<file path="src/rtl/dram_pattern_gen.sv">
`default_nettype none
//------------------------------------------------------------------------------
// Module   : dram_pattern_gen
// Purpose  : Combinational address/data pattern generator. Maps a burst index
//            and beat index onto the byte address of that beat and the data
//            word expected there (address XOR seed).
// Ports    : base_addr_i  - burst-aligned first byte address of the run
//            seed_i       - pattern seed
//            burst_idx_i  - burst number within the run
//            beat_idx_i   - beat number within the burst
//            burst_addr_o - byte address of beat 0 of the burst
//            beat_addr_o  - byte address of the selected beat
//            beat_data_o  - pattern word for the selected beat
// Revision : 1.0 - initial release
//------------------------------------------------------------------------------
module dram_pattern_gen #(
  parameter int BURST_LEN = 16,
  parameter int CNT_W     = 16
) (
  input  logic [31:0]      base_addr_i,
  input  logic [31:0]      seed_i,
  input  logic [CNT_W-1:0] burst_idx_i,
  input  logic [7:0]       beat_idx_i,
  output logic [31:0]      burst_addr_o,
  output logic [31:0]      beat_addr_o,
  output logic [31:0]      beat_data_o
);

  // Bursts are BURST_LEN words long and BURST_LEN is a power of two, so the
  // per-burst stride is a plain shift. 32-bit arithmetic wraps modulo 2^32.
  localparam int c_ofs_w = $clog2(BURST_LEN * 4);

  logic [31:0] w_burst_off;

  assign w_burst_off  = 32'(burst_idx_i) << c_ofs_w;
  assign burst_addr_o = base_addr_i + w_burst_off;
  assign beat_addr_o  = burst_addr_o + {22'd0, beat_idx_i, 2'b00};
  assign beat_data_o  = beat_addr_o ^ seed_i;

endmodule
`default_nettype wire

</file>
<file path="config.mk">
export PLATFORM = sky130hd
export DESIGN_NAME = dram_pattern_gen
export DESIGN_NICKNAME = d
export VERILOG_FILES = /design/src/rtl/dram_pattern_gen.sv
export SDC_FILE = /design/constraint.sdc
export NUM_CORES = 1
export LEC_CHECK = 0
export CAP_MARGIN = 20
export CORE_MARGIN = 4
export CORE_UTILIZATION = 35
export DETAILED_ROUTE_END_ITERATION = 10
export PLACE_DENSITY = 0.86
export SLEW_MARGIN = 40
export SYNTH_ARGS = -nofsm -noshare
export SYNTH_HDL_FRONTEND = slang
export SYNTH_SLANG_ARGS = --single-unit
</file>
<file path="constraint.sdc">
create_clock -name vclk -period 5
set_input_delay 1 -clock vclk [all_inputs]
set_output_delay 1 -clock vclk [all_outputs]
set_load 0.1 [all_outputs]
</file>
==> results of run 1 <==
[cell families after synthesis]
family	count (synthesis)	synth area share
AND/OR/NAND/NOR	101	0.236
adder cells (fa/ha/maj)	26	0.123
XOR/XNOR	76	0.302
AO/OA/AOI/OAI	95	0.269
multiplexers	1	0.00406
buffers and inverters	33	0.0659
[through the flow]
step,util,area [um2],setup slack [ns],hold slack (ns),std cells
2_1_floorplan,-,3900,-2.64,2.20,332
3_3_place_gp,0.939,7250,-0.368,2.73,716
3_5_place_dp,0.934,7210,-0.639,2.75,716
==> metrics, run 1 <==
Post-Syn Nets roughly 450; die width roughly 97 um; top cells by instance count after synthesis xor2_1 (37), a21oi_1 (27), nand2_1 (26), xnor2_1 (25), ha_1 (24); Synth Warn # 0; setup repair bufs after CTS 34; Starting Density 0.359; register area share after synthesis 0; Final GP Congestion slightly above 0.9; top-area cell type share of the netlist area 0.117; Mapped Avg Cell Area roughly 8.3 um2; count leader, synth xor2_1; Hold Buf Count CTS 0; post_cts resized 132; Cell Area, Synth about 2800 um2; Log Error [ERROR DPL-0038] Utilization greater than 100%, impossible to legalize; status stopped before the end; Syn Inst Count 332; area leader, netlist xor2_1; I/O pins 184; library cells used by synthesis 70; stage reached clock tree synthesis (4_1_cts); row cnt 32; Buffers on Ports 184; Die Height between 90 and 100 um; main area contributors after synthesis xor2_1 (12%), ha_1 (11%), xnor2_1 (7.9%), a21oi_1 (4.9%), xnor3_1 (4.9%); post-DP HPWL 15,700 um
==> inputs of run 2 (changes only) <==
--- a/config.mk
+++ b/config.mk
@@ -7,9 +7,9 @@
 export LEC_CHECK = 0
 export CAP_MARGIN = 20
 export CORE_MARGIN = 4
-export CORE_UTILIZATION = 35
+export CORE_UTILIZATION = 20
 export DETAILED_ROUTE_END_ITERATION = 10
-export PLACE_DENSITY = 0.86
+export PLACE_DENSITY_LB_ADDON = 0.15
 export SLEW_MARGIN = 40
 export SYNTH_ARGS = -nofsm -noshare
 export SYNTH_HDL_FRONTEND = slang
==> run 2 against run 1 <==
The flow now finishes, with violations (negative setup slack). Synthesized area unchanged. Synthesized cell count unchanged.
==> metrics, run 2 <==
Final Hold Viols 0; sequential cell count 0; DR pass1 iterations 4; worst path required time 4.00 ns; unrepaired setup endpoints after global routing yes; adder-cell share of the synthesized area 0.123; Worst Setup SP burst_idx_i[0]; Clk pwr share 0; most frequent cells in the layout buf_4 (157), buf_12 (72), clkdlybuf4s50_1 (60); Synth Area in Compound Gates 0.269; via density per instance 4.55; I/O pins 184; Internal 1090 uW; Mapped Avg Cell Area 8.35 um2; post-route clock period utilization 1.00; Hold Buf Count CTS 0; total power 2870 uW; row cnt 42; ANT cells 0; Slew Viols, Final 0; Buffers on Ports 184; sequential cell area 0 um2; critical path arrival about 4 ns; Layout clock buffers 0; Comb pwr share 1.000; Final nets between 700 and 800; register area share after synthesis 0; crit-path max FO 4; Total Die Area 15,800 um2; DRC Markers 0; first-pass GRT wire length 20,600 um; pwr/cell area 349 nW/um2; failing checks negative setup slack; post-synthesis simple-gate area fraction 0.236; kind of critical path in2out; DRT iter0 DRCs between 100 and 150; Cell Area, Synth 2770 um2; vias in the first global route 3,990; largest family of logic cells by synthesized area XOR/XNOR gates; pin count of the biggest net entering global routing 10; Post-Syn Nets 446; die width 126 um; setup TNS -0.0160 ns; main area contributors after synthesis xor2_1 (12%), ha_1 (11%), xnor2_1 (7.9%), a21oi_1 (4.9%), xnor3_1 (4.9%); Max Fclk 199 MHz; sequential share of power 0; initial antenna violation count 0; Setup WS post-layout -0.0148 ns; min-delay src base_addr_i[6]; DR WL/cell 15.7 um; Starting Density 0.207; switching part of the total power 0.619; worst min path class in2out; top cells by instance count after synthesis xor2_1 (37), a21oi_1 (27), nand2_1 (26), xnor2_1 (25), ha_1 (24); Final setup viols 2; switching pwr 1780 uW; layout cell share with drive strength beyond 1 0.650; post-DP HPWL 11,300 um; crit path launch type input pin; gr usage total 0.154; mux share of post-synthesis cell area 0.00406; via count approximately 3.8k; Die Height 126 um; headroom to the max-slew limit 0.676; maxcap violations 0; total global routing overflow 0; library cells used by synthesis 70; Syn Inst Count 332; Leakage about 0.0035 uW; Final GP Congestion 0.883; status finished, violations left; worst slew pin tran 0.489 ns; top-area cell type share of the netlist area 0.117; xor and xnor area share after synthesis 0.302; final wirelength 13,100 um; commonest non-fill, non-tap cell in the layout buf_4; fillers 1,042; Synth Warn # 0; count leader, synth xor2_1; area leader, netlist xor2_1; number of antenna-violating nets in the routed design 0; Syn-to-layout area delta 196%; core area 13,400 um2; clock period minus final worst setup slack 5.01 ns; Peak VDD IR 0.217 mV; critical path capture point type output port
-- run 2: cell counts after synthesis --
No cell type changed its count.
-- run 2: final cells by class --
cell class / count / area (um2) / share of cell area
Timing Repair Buffer: 346 / 3770 / 0.459
Multi-Input combinational cell: 299 / 4160 / 0.506
Inverter: 15 / 63.8 / 0.00777
Tap cell: 176 / 220 / 0.0268
-- run 2: worst paths after layout --
check	end	cells past startpoint
hold / removal	burst_addr_o[6]	3
setup / recovery	beat_data_o[29]	15
-- run 2: cell families (layout without fill, tap and decap cells) --
group / Yosys count / count (layout)
buffers and inverters: 33 / 361
adder cells (fa/ha/maj): 26 / 26
AO/OA/AOI/OAI: 95 / 95
XOR/XNOR: 76 / 76
AND/OR/NAND/NOR: 101 / 101
multiplexers: 1 / 1
-- run 2: layer usage --
metal,routed length [um],vias to the layer above,global-route usage
li1,-,1862,-
met1,5350,1791,0.193
met2,7010,135,0.295
met3,631,12,0.0161
met4,122,0,0.0128
met5,0,-,0
-- run 2: critical path: stages --
cell and delay, ns:
buf_6 0.10, ha_4 0.16, fa_2 0.39, a211oi_4 0.23
buf_4 0.15, o21ai_4 0.05, buf_6 0.14, and2_4 0.16
a221oi_4 0.29, and3b_2 0.26, nand4_4 0.15, buf_4 0.18
nor3_4 0.18, xor3_4 0.38, buf_12 0.19
-- run 2: per-stage QoR --
step	instances	instance area [um2]	utilization	setup slack (ns)	hold slack (ns)
final	836	8220	0.613	-0.0148	2.48
after global routing	836	8220	0.613	-0.145	2.49
after CTS	828	7960	0.594	-0.125	2.48
after detailed placement	798	7390	0.552	-0.482	2.74
after global placement	798	7430	0.555	-0.432	2.73
after floorplan	332	3900	-	-2.64	2.20
-- run 2: what timing repair did --
item	4_1_cts	5_1_grt
buffers inserted	31	8
gates resized for setup	103	38
pin swaps	58	34
endpoints found under the setup margin	38	32
-- run 2: power groups by stage --
| stage | registers, uW | clock network [uW] | logic, uW |
|---|---|---|---|
| after floorplan | 0 | 0 | 1770 |
| after global placement | 0 | 0 | 2750 |
| after detailed placement | 0 | 0 | 2770 |
| after CTS | 0 | 0 | 2840 |
| after global routing | 0 | 0 | 2960 |
| final | 0 | 0 | 2870 |
Power figures use the tool's default switching activity.
